==> src/rtl/fb_page_scanner.sv <==
// Walks a monochrome framebuffer in SSD1306 page order and streams each column byte downstream.
// Optional continuous refresh when FB_SCAN_AUTO_EN is defined.
module fb_page_scanner #(
  parameter int unsigned H_PIXELS = 128,
  parameter int unsigned V_PIXELS = 64
) (
  input  logic       clk,
  input  logic       rst_n,
  input  logic       start,
  output logic       busy,
  output logic       frame_done,
  input  logic       fb_rst_complete,
  output logic       fb_re,
  output logic [7:0] fb_r_xpos,
  output logic [7:0] fb_r_ypos,
  output logic       fb_r_mode,
  input  logic       fb_r_data_valid,
  input  logic [7:0] fb_dout,
  output logic       out_valid,
  input  logic       out_ready,
  output logic [7:0] out_data,
  output logic       out_sof,
  output logic       out_sop,
  output logic [2:0] out_page
);

  localparam int unsigned Pages = V_PIXELS / 8;
  localparam int unsigned ColW  = (H_PIXELS > 1) ? $clog2(H_PIXELS) : 1;
  localparam int unsigned PageW = (Pages > 1) ? $clog2(Pages) : 1;
  localparam logic [ColW-1:0]  LastCol  = ColW'(H_PIXELS - 1);
  localparam logic [PageW-1:0] LastPage = PageW'(Pages - 1);

  typedef enum logic [2:0] {StIdle, StReq, StRelease, StEmit, StDone} state_e;

  state_e           r_state, w_state_d;
  logic [ColW-1:0]  r_col, w_col_d;
  logic [PageW-1:0] r_page, w_page_d;
  logic             r_busy, w_busy_d;
  logic             r_frame_done, w_frame_done_d;
  logic             r_fb_re, w_fb_re_d;
  logic             r_out_valid, w_out_valid_d;
  logic [7:0]       r_out_data, w_out_data_d;
  logic             r_out_sof, w_out_sof_d;
  logic             r_out_sop, w_out_sop_d;
  logic [2:0]       r_out_page, w_out_page_d;
  logic             w_last_col, w_last_page;

  assign w_last_col  = (r_col == LastCol);
  assign w_last_page = (r_page == LastPage);

  always_ff @(posedge clk or negedge rst_n) begin
    if (!rst_n) begin
      r_state      <= StIdle;
      r_col        <= '0;
      r_page       <= '0;
      r_busy       <= 1'b0;
      r_frame_done <= 1'b0;
      r_fb_re      <= 1'b0;
      r_out_valid  <= 1'b0;
      r_out_data   <= '0;
      r_out_sof    <= 1'b0;
      r_out_sop    <= 1'b0;
      r_out_page   <= '0;
    end else begin
      r_state      <= w_state_d;
      r_col        <= w_col_d;
      r_page       <= w_page_d;
      r_busy       <= w_busy_d;
      r_frame_done <= w_frame_done_d;
      r_fb_re      <= w_fb_re_d;
      r_out_valid  <= w_out_valid_d;
      r_out_data   <= w_out_data_d;
      r_out_sof    <= w_out_sof_d;
      r_out_sop    <= w_out_sop_d;
      r_out_page   <= w_out_page_d;
    end
  end

  always_comb begin
    w_state_d      = r_state;
    w_col_d        = r_col;
    w_page_d       = r_page;
    w_busy_d       = r_busy;
    w_frame_done_d = 1'b0;
    w_fb_re_d      = r_fb_re;
    w_out_valid_d  = r_out_valid;
    w_out_data_d   = r_out_data;
    w_out_sof_d    = r_out_sof;
    w_out_sop_d    = r_out_sop;
    w_out_page_d   = r_out_page;

    case (r_state)
      StIdle: begin
        if (start && fb_rst_complete) begin
          w_col_d   = '0;
          w_page_d  = '0;
          w_busy_d  = 1'b1;
          w_state_d = StReq;
        end
      end
      StReq: begin
        // An issued read always completes; a new one waits for the clear to be finished.
        if (r_fb_re) begin
          if (fb_r_data_valid) begin
            w_out_data_d = fb_dout;
            w_out_sof_d  = (r_col == '0) && (r_page == '0);
            w_out_sop_d  = (r_col == '0);
            w_out_page_d = 3'(r_page);
            w_fb_re_d    = 1'b0;
            w_state_d    = StRelease;
          end
        end else begin
          w_fb_re_d = fb_rst_complete;
        end
      end
      StRelease: begin
        if (!fb_r_data_valid) begin
          w_out_valid_d = 1'b1;
          w_state_d     = StEmit;
        end
      end
      StEmit: begin
        if (out_ready) begin
          w_out_valid_d = 1'b0;
          if (w_last_col) begin
            w_col_d = '0;
            if (w_last_page) begin
              w_page_d       = '0;
              w_frame_done_d = 1'b1;
              w_state_d      = StDone;
            end else begin
              w_page_d  = r_page + PageW'(1);
              w_state_d = StReq;
            end
          end else begin
            w_col_d   = r_col + ColW'(1);
            w_state_d = StReq;
          end
        end
      end
      StDone: begin
`ifdef FB_SCAN_AUTO_EN
        w_state_d = StReq;
`else
        w_busy_d  = 1'b0;
        w_state_d = StIdle;
`endif
      end
      default: begin
        w_state_d = StIdle;
      end
    endcase
  end

  assign busy       = r_busy;
  assign frame_done = r_frame_done;
  assign fb_re      = r_fb_re;
  assign fb_r_xpos  = 8'(r_col);
  assign fb_r_ypos  = 8'({r_page, 3'b000});
  assign fb_r_mode  = 1'b1;
  assign out_valid  = r_out_valid;
  assign out_data   = r_out_data;
  assign out_sof    = r_out_sof;
  assign out_sop    = r_out_sop;
  assign out_page   = r_out_page;

endmodule

==> config.mk <==
export PLATFORM = sky130hd
export DESIGN_NAME = fb_page_scanner
export DESIGN_NICKNAME = d
export VERILOG_FILES = /design/src/rtl/fb_page_scanner.sv
export SDC_FILE = /design/constraint.sdc
export NUM_CORES = 1
export LEC_CHECK = 0
export ABC_AREA = 1
export BUFFER_PORTS_ARGS = -buffer_cell sky130_fd_sc_hd__buf_4
export CAP_MARGIN = 25
export CELL_PAD_IN_SITES_DETAIL_PLACEMENT = 1
export CELL_PAD_IN_SITES_GLOBAL_PLACEMENT = 1
export CORE_ASPECT_RATIO = 1.1
export CORE_MARGIN = 5
export CORE_UTILIZATION = 36
export CTS_CLUSTER_SIZE = 16
export DETAILED_ROUTE_END_ITERATION = 10
export HOLD_SLACK_MARGIN = 0.02
export PLACE_DENSITY = 0.88
export SKIP_LAST_GASP = 1
export SYNTH_ARGS = -nofsm -noshare
export SYNTH_HDL_FRONTEND = slang
export SYNTH_SLANG_ARGS = --single-unit
==> constraint.sdc <==
create_clock -name clk -period 1.75 [get_ports clk]
set_clock_uncertainty 0.1 [all_clocks]
set_input_delay 0.2625 -clock clk [delete_from_list [all_inputs] [get_ports clk]]
set_output_delay 0.2625 -clock clk [all_outputs]
set_load 0.05 [all_outputs]
* Yosys cells after proc, flatten, opt, wreduce, memory -nomap -nowiden
Index checks and enable logic that the tools add are counted. W data, S select, Z words.
Word-level totals: flip-flop bits (word level) 30, output and inout bits 34
Cells by class: eq/ne operators 12, reductions and logical operators 14, $add $sub $neg 2, multiplexer cells 28
Operator list (number):
- $mux W3 | 11
- $mux W7 | 3
- $pmux W7 S2 | 1
- $ne A2 B2 Y1 const B | 6
- $pmux W3 S4 | 1
- $mux W1 | 9
- $reduce_and A3 Y1 | 3
- $add A7 B1 Y7 const B | 1
- $eq A7 B7 Y1 const B | 1
- $logic_not A7 Y1 | 1
- $eq A3 B2 Y1 const B | 2
- $eq A3 B3 Y1 const B | 2
- $logic_not A3 Y1 | 2
- $pmux W3 S2 | 1
- $reduce_bool A2 Y1 | 3
- $reduce_and A5 Y1 | 1
- $pmux W1 S2 | 2
- $reduce_and A4 Y1 | 1
- $add A3 B1 Y3 const B | 1
- $eq A3 B1 Y1 const B | 1
- $logic_and A1 B1 Y1 | 2
- $reduce_and A2 Y1 | 1

* Logic depth before layout (Yosys ltp)
Gate-level depths: netlist (run 1).
depth after elaboration 5, gate-level depth with buffers 10, gate-level depth less buffers 10

* Worst setup path before layout (run 1)
Ideal clock, no wire load.
kind register -> register, start point reg r_col[1], end point reg r_col[3], period minus slack after synthesis 1.767 ns, arrival time 1.554 ns, library setup time 0.113 ns, stages on the path, launching flop included 11, slack -0.017 ns, buffers on the path 0, required time 1.537 ns, cells stage by stage dfrtp_1 -> ha_1 -> nand3_1 -> inv_1 -> nand2_1 -> nand2_1 -> inv_1 -> nand2_1 -> nand2_1 -> nand2_1 -> inv_1
On the way: cells in the longest elaborated chain, start to end 4, elaborated cells on any way between the ends 5, those cells by class add/sub (1); eq/ne (1); mux (3)
RTL lines:
- from (decl) | RTL line 36 | logic [ColW-1:0] r_col, w_col_d;
- from (signal assigned) | RTL line 66 | r_col <= w_col_d;
- $add A7 B1 Y7 or $eq A7 B7 Y1 (tied branches) | RTL line 136, 48
- $mux W7 * | RTL line 125 | if (w_last_col) begin
- $mux W7 * | RTL line 123 | if (out_ready) begin
- $pmux W7 S2 * | RTL line 92 | case (r_state)
Every way passes the cells marked *; elsewhere a longest branch is shown, timed or not. The select of a mux whose other input is x is not followed. A chain may end at the register's enable or synchronous reset.

* Final worst setup path (run 1)
start point reg r_state[1], end point reg r_col[5]
On the way: cells in the longest elaborated chain, start to end 3, elaborated cells on any way between the ends 7, those cells by class eq/ne (3); mux (1); reduce/logical (3)
RTL lines:
- from (decl) | RTL line 35 | state_e r_state, w_state_d;
- from (signal assigned) | RTL line 53 | r_state <= StIdle;
- from (signal assigned) | RTL line 65 | r_state <= w_state_d;
- $eq A3 B2 Y1 or $logic_not A3 Y1 (tied branches) | RTL line 92
- $ne A2 B2 Y1 (no source line) or $reduce_bool A2 Y1 (tied branches)
- $reduce_and A3 Y1 (no source line)
Several ways; a longest one is shown, not always the timed one.

==> impl_results.md, run 1 <==
* Synth area leaders: dfrtp_1 (49%), nand2_1 (15%), inv_1 (4.9%), buf_4 (4.4%), ha_1 (4.0%)
* Gr ovfl total at 0
* Pleak at about 1.1 nW
* Nets at between 200 and 300
* Largest stage delay on the critical path at between 0.4 and 0.5 ns
* Worst path cell trace: nor2_2 -> nand2_2 -> o21ai_4 -> buf_4 -> nand3_2 -> nand2_1 -> nor2_2
* ANT cells at 0
* Worst-case hold slack at between 0.07 and 0.08 ns
* Fin crit period at roughly 1.6 ns
* Top-area cell type share of the netlist area at approximately half
* H-tree Lvls at 2
* Tcrit/Tclk final at between 90% and 100%
* Post-route DRC at 0
* Largest net degree at the start of global routing at 31
* Num Clock Sinks at 30
* Clk root buf: clkbuf_8
* Worst skew pair latency at about 0.28 ns
* Post-Syn Area at around 1500 um2
* GRT Overall Usage at 15.5%
* Initial detailed-routing violation count at between 50 and 60
* Vias after detailed routing at approximately 1,300
* Core area at about 4200 um2
* Final Max Tran Viols at 0
* Final Wtd Congestion at about 0.8
* Slowest CP cell: dfrtp_1
* CTS tree: yes
* Post-route ant nets at 0
* Worst slack at placement at -0.00978 ns
* Vias in the first global route at approximately 1,500
* Vias per cell at 4.64
* Final Hold Fails at 0
* Power per cell area at ~1700 nW/um2
* Die width at 72.5 um
* Layout cells sized above 1 at between 20 and 30%
* Maximum buffer depth of the clock tree at 2
* Distinct cells, synth at 23
* Worst path required time at 1.82 ns
* Detailed placement HPWL at 3130 um
* 1st-pass router iterations at 4
* Worst-path clk slew at approximately 0.070 ns
* Max-Cap Viols at 0
* Initial Util at 36.6%
* Final setup TNS at 0 ns
* Drt wl/cell at around 14 um
* Async S/R FF share, synth at 100%
* Die area at around 5700 um2
* Core Rows at 25
* RSZ-0062 raised after global routing: false
* Critical path endpoint category: register
* Worst-path maximum fanout at 6
* Gate family responsible for the most delay along the worst path: simple AND/OR/NAND/NOR gates
* Area leader, netlist: dfrtp_1
* Die Height at roughly 79 um
* Worst Hold Class: in -> reg
* Fmax at 624 MHz
* Critical path type: reg -> reg
* First-pass GRT wire length at 6830 um
* Synthesized area per cell at around 8.4 um2
* Crit path buffers/inverters at 1
* Post-synthesis sequential area ratio at roughly half
* Main flop type after synthesis: dfrtp_1
* Cells after Synth at between 150 and 200
* Worst EP arrival at roughly 1.7 ns
* Max rail drop VDD at slightly below 0.6 mV
* Flops & latches, synth at 30
* TritonCTS Buffers at 5
* Number of synthesized flops with an enable pin at 0
* Setup ws final at 0.147 ns
* Post-synth top cells: nand2_1 (63), dfrtp_1 (30), inv_1 (20), nand3_1 (11), o21ai_0 (11)
* # port buffers at 40
* Ys Warns at 0
* Routed Wire Length at just over 4000 um
* CP most frequent cell: nor2_2
* Worst setup SP type: register
* Num ports at 48
* Antenna violations before repair at 0
* Most common cell in the netlist: nand2_1
* # setup viols final at 0
* Outcome: finished, final reports clean
* P&R area growth vs syn at 30.4%
* Final total power at about 3.4 mW
==> placed cells by master, fill, tap and decap left out, types with 3 or more instances in the layout <==
master,n
buf_4,48
conb_1,7
o21ai_0,11
nor3_1,4
nand2_1,63
nand4_1,5
inv_1,19
nand3_1,11
ha_1,5
nor2_1,7
nor2_2,3
clkbuf_8,6
dfrtp_1,28
==> power by group <==
part	leakage [nW]	internal, mW	switching (mW)
logic	0.653	0.520	1.22
clock network	0.0482	0.317	0.259
registers	0.386	0.893	0.152
total	1.09	1.73	1.63
==> timing repair <==
item | 4_1_cts | 5_1_grt
buffers inserted | 2 | 0
hold buffers | 1 | 0
hold endpoints to repair | 30 | 0
setup endpoints to repair | 2 | 14
pin swaps | 1 | 0
resized for setup | 0 | 2
==> kinds of logic (layout without fill, tap and decap cells) <==
logic type                 after synthesis  in the layout  synth area share, %
buffers and inverters                   31             78                 10.4
AOI/OAI and AO/OA                       17             17                 6.72
xor gates and xnor gates                 1              1                0.567
adders and majority gates                5              5                 4.05
DFF                                     30             30                 48.6
and+or+nand+nor                         99             99                 29.1
other                                    2              7                0.486
==> routing by layer <==
metal | global-route usage [%] | vias to the layer above | wire length (um)
li1 | - | 665 | -
met1 | 18.6 | 643 | 1680
met2 | 26.3 | 35 | 2110
met3 | 3.54 | 6 | 213
met4 | 6.64 | 0 | 60
met5 | 0 | - | 0
==> sequential cells by signal, indices dropped and copies added (netlist names) <==
register	flops
out_data	8
out_valid	1
out_page	3
busy	1
frame_done	1
r_page	3
out_sop	1
out_sof	1
r_state	3
r_col	7
fb_re	1
==> worst register-to-register path, delay by kind of cell (launching register included) <==
family                 cells  cell delay, ns
AOI/OAI and AO/OA          1            0.26
buffers and inverters      1            0.18
DFF                        1            0.45
and+or+nand+nor            5            0.51
==> per-stage QoR <==
step	utilization, %	cell area (um2)	instances
6_report	47.7	2020	291
5_1_grt	47.7	2020	291
4_1_cts	47.7	2010	291
3_5_place_dp	44.9	1900	280
3_3_place_gp	44.9	1900	280
2_1_floorplan	-	1570	190
==> cell type report <==
class,count,area [um2]
repair buffers,49,370
multi-input cells,129,654
clock buffers,7,86.3
fillers,544,2210
clock inverters,1,5.00
inverters,21,78.8
well taps,54,67.6
flip-flops and latches,30,753
==> path summary, 6_finish.rpt <==
kind	slack, ns	cells after the start	endpoint	startpoint
max	0.15	7	r_col[5]	r_state[1]
min	0.08	3	out_data[5]	fb_dout[5]
max reg2reg	0.15	7	r_col[5]	r_state[1]
min reg2reg	0.38	2	out_data[1]	out_data[1]
max in group asynchronous	0.89	2	r_col[0]	rst_n
min in group asynchronous	0.35	2	out_page[1]	rst_n
No activity file was read; power rests on OpenSTA's default activity.
==> run 2, diff against run 1 <==
--- a/config.mk
+++ b/config.mk
@@ -12,11 +12,11 @@
 export CELL_PAD_IN_SITES_GLOBAL_PLACEMENT = 1
 export CORE_ASPECT_RATIO = 1.1
 export CORE_MARGIN = 5
-export CORE_UTILIZATION = 36
+export CORE_UTILIZATION = 39
 export CTS_CLUSTER_SIZE = 16
 export DETAILED_ROUTE_END_ITERATION = 10
 export HOLD_SLACK_MARGIN = 0.02
-export PLACE_DENSITY = 0.88
+export PLACE_DENSITY = 0.93
 export SKIP_LAST_GASP = 1
 export SYNTH_ARGS = -nofsm -noshare
 export SYNTH_HDL_FRONTEND = slang
==> constraint.sdc (replaced) <==
create_clock -name clk -period 2.02 [get_ports clk]
set_clock_uncertainty 0.1 [all_clocks]
set_input_delay 0.303 -clock clk [delete_from_list [all_inputs] [get_ports clk]]
set_output_delay 0.303 -clock clk [all_outputs]
set_load 0.05 [all_outputs]
==> run 2 against run 1 <==
  * Routed wire length increased by 2.2%
  * Sequential cell count unchanged
  * Via count decreased by 0.74%
  * Critical path depth decreased by 1
  * Register-to-register slack improved by 0.17 ns
  * First-iteration DRC count decreased by 3.6%
  * Non-clock buffer count decreased by 7
  * Core utilization increased by 3.7 points
  * Worst setup slack improved by 0.17 ns
  * Sequential power decreased by 13%
  * Hold slack improved by 0.036 ns
  * Critical path type unchanged
==> impl_results.md, run 2 (same netlist as run 1, synthesis figures left out) <==
* Clk pwr share at 24.4% (was 17.1%)
* Routed Wire Length at 4150 um (was 4060 um)
* Max reg flops at 8 (unchanged)
* Core area at 3900 um2 (was 4220 um2)
* Core Rows at 24 (was 25)
* Vias in the first global route at 1,543 (was 1,539)
* Reg power frac at 29.4% (was 31.1%)
* Worst path cell trace: nor2_1 -> nand2_2 -> o21ai_4 -> nand2_4 -> nand2_1 -> o21ai_0 (was nor2_2 -> nand2_2 -> o21ai_4 -> buf_4 -> nand3_2 -> nand2_1 -> nor2_2)
* Final Hold Fails at 0 (unchanged)
* Drt wl/cell at 14.7 um (was 14.0 um)
* H-tree Lvls at 2 (unchanged)
* # port buffers at 40 (unchanged)
* Worst-case hold slack at 0.112 ns (was 0.0760 ns)
* Pleak at 1.08 nW (was 1.09 nW)
* Commonest non-fill, non-tap cell in the layout: nand2_1 (unchanged)
* Worst Hold Class: in -> reg (unchanged)
* Net Switching at 1.42 mW (was 1.63 mW)
* Worst EP arrival at 1.77 ns (was 1.68 ns)
* Initial Util at 39.6% (was 36.6%)
* Gate family responsible for the most delay along the worst path: simple AND/OR/NAND/NOR gates (unchanged)
* Power per cell area at 1550 nW/um2 (was 1670 nW/um2)
* Post-route ant nets at 0 (unchanged)
* Largest stage delay on the critical path at 0.45 ns (about the same)
* # setup viols final at 0 (unchanged)
* Final setup TNS at 0 ns (unchanged)
* Layout cells sized above 1 at 26.5% (was 30.0%)
* Final Wtd Congestion at 0.845 (was 0.808)
* Worst skew pair latency at 0.29 ns (was 0.28 ns)
* Switching share of total power at 45.7% (was 48.5%)
* 1st-pass router iterations at 4 (unchanged)
* Most frequent cells in the layout: nand2_1 (63), buf_4 (41), dfrtp_1 (30), inv_1 (20) (was nand2_1 (63), buf_4 (48), dfrtp_1 (28), inv_1 (19))
* TritonCTS Buffers at 5 (unchanged)
* Num Clock Sinks at 30 (unchanged)
* Outcome: finished, final reports clean (unchanged)
* Critical path endpoint category: register (unchanged)
* Worst-path clk slew at 0.07 ns (about the same)
* Die Height at 76.0 um (was 78.7 um)
* Largest net degree at the start of global routing at 31 (unchanged)
* Worst setup SP type: register (unchanged)
* Worst path required time at 2.09 ns (was 1.82 ns)
* Gr ovfl total at 0 (unchanged)
* Tcrit/Tclk final at 84.5% (was 91.6%)
* Fmax at 586 MHz (was 624 MHz)
* Critical path type: reg -> reg (unchanged)
* Max rail drop VDD at 0.386 mV (was 0.591 mV)
* Nets at 248 (was 255)
* Fin crit period at 1.71 ns (was 1.60 ns)
* Detailed placement HPWL at 3100 um (was 3130 um)
* ANT cells at 0 (unchanged)
* P&R area growth vs syn at 29.9% (was 30.4%)
* Antenna violations before repair at 0 (unchanged)
* Num ports at 48 (unchanged)
* Die width at 70.0 um (was 72.5 um)
* Slowest CP cell: dfrtp_1 (unchanged)
* GRT Overall Usage at 17.1% (was 15.5%)
* Clk root buf: clkbuf_8 (unchanged)
* Die area at 5320 um2 (was 5700 um2)
* Maximum buffer depth of the clock tree at 2 (unchanged)
* Max-Cap Viols at 0 (unchanged)
* Crit path buffers/inverters at 0 (was 1)
* Post-CTS Setup Bufs at 0 (was 2)
* RSZ-0062 raised after global routing: false (unchanged)
* Internal power at 1.69 mW (was 1.73 mW)
* Vias after detailed routing at 1,339 (was 1,349)
* First-pass GRT wire length at 7290 um (was 6830 um)
* Vias per cell at 4.75 (was 4.64)
* Combinational Power Share at 46.2% (was 51.7%)
* CTS tree: yes (unchanged)
* Post-route DRC at 0 (unchanged)
* Worst-path maximum fanout at 14 (was 6)
* Fillers at 496 (was 544)
* Initial detailed-routing violation count at 54 (was 56)
* Final Max Tran Viols at 0 (unchanged)
## run 2: path summary, 6_finish.rpt
path                       slack, ns  cells past startpoint     endpoint        start
setup / recovery                0.31                      6    r_page[0]   r_state[1]
hold / removal                  0.11                      3  out_data[7]   fb_dout[7]
setup reg to reg                0.31                      6    r_page[0]   r_state[1]
hold reg to reg                 0.38                      2  out_data[1]  out_data[1]
max in group asynchronous       1.15                      2   r_state[0]        rst_n
min in group asynchronous       0.38                      2  out_page[2]        rst_n
## run 2: power by group through the flow
stage | logic [mW] | registers (mW) | clock network, mW
2_1_floorplan | 0.540 | 1.41 | 0
3_3_place_gp | 1.39 | 0.915 | 0
3_5_place_dp | 1.44 | 0.922 | 0
4_1_cts | 1.46 | 0.914 | 0.778
5_1_grt | 1.56 | 0.937 | 0.810
6_report | 1.44 | 0.916 | 0.760
## run 2: stage by stage
stage	cells	instance area (um2)	utilization [%]	total power, mW	setup slack [ns]
6_report	282	2010	51.4	3.12	0.312
4_1_cts	282	2010	51.4	3.15	0.308
3_5_place_dp	273	1850	47.5	2.36	0.328
5_1_grt	282	2010	51.4	3.31	0.147
2_1_floorplan	190	1560	-	1.95	0.253
3_3_place_gp	273	1850	47.5	2.30	0.356
## run 2: worst reg2reg max path, cell delays in order, from the launching register on
cell	delay, ns
dfrtp_1	0.45
nor2_1	0.24
nand2_2	0.12
o21ai_4	0.38
nand2_4	0.15
nand2_1	0.08
o21ai_0	0.07
## run 2: layer usage
metal / track usage (%) / vias up / wire (um)
met5: 0 / - / 0
met4: 5.36 / 0 / 65
met3: 5.54 / 9 / 198
met2: 30.3 / 32 / 2210
met1: 19.3 / 646 / 1680
li1: - / 652 / -
## run 2: cell type report
| class | count | area, um2 | share of cell area (%) |
|---|---|---|---|
| sequential | 30 | 751 | 37.4 |
| timing repair buffer | 42 | 318 | 15.8 |
| inverter | 21 | 78.8 | 3.93 |
| clock inverter | 2 | 60.1 | 2.99 |
| clock buffer | 6 | 82.6 | 4.11 |
| multi-input combinational | 129 | 652 | 32.5 |
| tap | 52 | 65.1 | 3.24 |
## run 2: timing repair
item,in CTS,in global routing
hold endpoints to repair,30,0
hold buffers,1,0
resized for setup,0,0
==> run 3, diff against run 2 <==
--- a/config.mk
+++ b/config.mk
@@ -12,11 +12,11 @@
 export CELL_PAD_IN_SITES_GLOBAL_PLACEMENT = 1
 export CORE_ASPECT_RATIO = 1.1
 export CORE_MARGIN = 5
-export CORE_UTILIZATION = 39
+export CORE_UTILIZATION = 36
 export CTS_CLUSTER_SIZE = 16
 export DETAILED_ROUTE_END_ITERATION = 10
 export HOLD_SLACK_MARGIN = 0.02
-export PLACE_DENSITY = 0.93
+export PLACE_DENSITY = 0.88
 export SKIP_LAST_GASP = 1
 export SYNTH_ARGS = -nofsm -noshare
 export SYNTH_HDL_FRONTEND = slang
==> constraint.sdc (replaced) <==
create_clock -name clk -period 1.6 [get_ports clk]
set_clock_uncertainty 0.1 [all_clocks]
set_input_delay 0.24 -clock clk [delete_from_list [all_inputs] [get_ports clk]]
set_output_delay 0.24 -clock clk [all_outputs]
set_load 0.05 [all_outputs]
==> run 3 against run 2 <==
  * Register-to-register slack lost 0.22 ns
  * Global-route usage shrank 2.6 points
  * Combinational power grew 32%
  * Core utilization shrank 2.6 points
  * Sequential cell count is the same
  * Count of clock-buffer cells in the layout is the same
  * Cell count grew 3.5%
  * Routed wire length shrank 7.3%
  * Largest power group unchanged
  * Highest routed layer unchanged
==> impl_results.md, run 3 (same netlist as run 1, synthesis figures left out) <==
* Num Clock Sinks at 30 (unchanged)
* Num ports at 48 (unchanged)
* Net Switching at 1.79 mW (was 1.42 mW)
* ANT cells at 0 (unchanged)
* Worst skew pair latency at 0.28 ns (was 0.29 ns)
* Worst path required time at 1.68 ns (was 2.09 ns)
* Post-route DRC at 0 (unchanged)
* Worst-path maximum fanout at 13 (was 14)
* Internal power at 1.91 mW (was 1.69 mW)
* Max-Cap Viols at 0 (unchanged)
* Vias after detailed routing at 1,361 (was 1,339)
* Post-route ant nets at 0 (unchanged)
* Max reg flops at 8 (unchanged)
* Met2 Use GR at 24.6% (was 30.3%)
* Final Max Tran Viols at 0 (unchanged)
* M3 GR Usage at 4.18% (was 5.54%)
* Final total power at 3.70 mW (was 3.12 mW)
* Die area at 5700 um2 (was 5320 um2)
* Sequential Area at 756 um2 (was 751 um2)
* Commonest non-fill, non-tap cell in the layout: nand2_1 (unchanged)
* Pleak at 1.09 nW (was 1.08 nW)
* Final Hold Fails at 0 (unchanged)
* First-pass GRT wire length at 6420 um (was 7290 um)
* Switching share of total power at 48.4% (was 45.7%)
* Worst reg-to-reg setup slack at 0.1 ns (was 0.31 ns)
* Largest net degree at the start of global routing at 31 (unchanged)
* Maximum buffer depth of the clock tree at 2 (unchanged)
* Layout cells sized above 1 at 32.4% (was 26.5%)
* # setup viols final at 0 (unchanged)
* Most frequent cells in the layout: nand2_1 (63), buf_4 (48), dfrtp_1 (26), inv_1 (18) (was nand2_1 (63), buf_4 (41), dfrtp_1 (30), inv_1 (20))
* Vias per cell at 4.66 (was 4.75)
* Initial Util at 36.6% (was 39.6%)
* Initial detailed-routing violation count at 49 (was 54)
* Clk root buf: clkbuf_8 (unchanged)
* Nets at 256 (was 248)
* Fmax at 665 MHz (was 586 MHz)
* 1st-pass router iterations at 2 (was 4)
* Fin crit period at 1.50 ns (was 1.71 ns)
* Antenna violations before repair at 0 (unchanged)
* Drt wl/cell at 13.2 um (was 14.7 um)
* Worst-path clk slew at 0.07 ns (about the same)
* Fin util at 48.8% (was 51.4%)
* Routed Wire Length at 3850 um (was 4150 um)
* GRT Overall Usage at 14.5% (was 17.1%)
* Reg power frac at 31.2% (was 29.4%)
* Power per cell area at 1800 nW/um2 (was 1550 nW/um2)
* Combinational Power Share at 51.4% (was 46.2%)
* Critical path endpoint category: register (unchanged)
* Outcome: finished, final reports clean (unchanged)
* Critical path type: reg -> reg (unchanged)
* TritonCTS Buffers at 5 (unchanged)
* Clk pwr share at 17.3% (was 24.4%)
* Max rail drop VDD at 0.732 mV (was 0.386 mV)
* Die Height at 78.7 um (was 76.0 um)
* Met1 Use GR at 17.4% (was 19.3%)
* CTS tree: yes (unchanged)
* Die width at 72.5 um (was 70.0 um)
* Worst Hold Class: in -> reg (unchanged)
* P&R area growth vs syn at 33.3% (was 29.9%)
* RSZ-0062 raised after global routing: true (was false)
* Multi-input logic area at 672 um2 (was 652 um2)
* H-tree Lvls at 2 (unchanged)
* # port buffers at 40 (unchanged)
* Most used routing layer: met2 (unchanged)
* Core area at 4220 um2 (was 3900 um2)
* Worst setup SP type: register (unchanged)
* Vias in the first global route at 1,396 (was 1,543)
* Tcrit/Tclk final at 93.9% (was 84.5%)
* Detailed placement HPWL at 2990 um (was 3100 um)
* Final Wtd Congestion at 0.765 (was 0.845)
* Core Rows at 25 (was 24)
* Worst EP arrival at 1.58 ns (was 1.77 ns)
* Gr ovfl total at 0 (unchanged)
* Fillers at 554 (was 496)
-- run 3: layout make-up --
| class | count | area share [%] |
|---|---|---|
| well taps | 54 | 3.28 |
| clock inverters | 2 | 0.608 |
| clock buffers | 6 | 4.01 |
| multi-input cells | 129 | 32.6 |
| flip-flops and latches | 30 | 36.7 |
| inverters | 21 | 3.83 |
| repair buffers | 50 | 19.0 |
-- run 3: worst max-delay path: stages (launching register included) --
cell	delay, ns
dfrtp_1	0.40
buf_4	0.16
nor2_8	0.17
nand2_4	0.08
o21ai_4	0.10
buf_12	0.17
nand3_1	0.08
nand2_1	0.09
nor2_2	0.03
-- run 3: worst paths after layout --
| path | end | depth (start not counted) | start |
|---|---|---|---|
| min reg2reg | out_data[6] | 2 | out_data[6] |
| max in group asynchronous | r_col[0] | 2 | rst_n |
| min in group asynchronous | out_valid | 2 | rst_n |
| max reg2reg | r_col[4] | 8 | r_state[2] |
| max | r_col[4] | 8 | r_state[2] |
| min | out_data[3] | 3 | fb_dout[3] |
-- run 3: what timing repair did --
action	CTS	global route
hold endpoints to repair	30	0
resized for setup	1	5
pin swaps	0	0
setup endpoints to repair	1	18
hold buffers	1	0
setup buffers	0	2
-- run 3: power groups by stage --
| stage | registers [mW] | clock network, mW | logic (mW) |
|---|---|---|---|
| 6_report | 1.15 | 0.640 | 1.90 |
| 5_1_grt | 1.19 | 0.700 | 2.06 |
| 4_1_cts | 1.16 | 0.660 | 1.89 |
| 3_5_place_dp | 1.16 | 0 | 1.88 |
| 3_3_place_gp | 1.15 | 0 | 1.82 |
| 2_1_floorplan | 1.79 | 0 | 0.682 |
-- run 3: metal layers --
metal | wire (um) | share of wire [%]
met1 | 1610 | 42
met2 | 1980 | 51
met3 | 204 | 5.3
met4 | 53 | 1.4
met5 | 0 | 0
-- run 3: through the flow --
step           TNS [ns]  std cells  area [um2]  setup WS (ns)  hold slack, ns
2_1_floorplan         0        190        1580        0.00152          -0.156
3_3_place_gp          0        281        1930         0.0812          0.0915
3_5_place_dp          0        281        1930         0.0284          0.0924
4_1_cts               0        290        2040         0.0119          0.0521
5_1_grt         -0.0113        292        2060        -0.0113          0.0575
6_report              0        292        2060         0.0970          0.0573
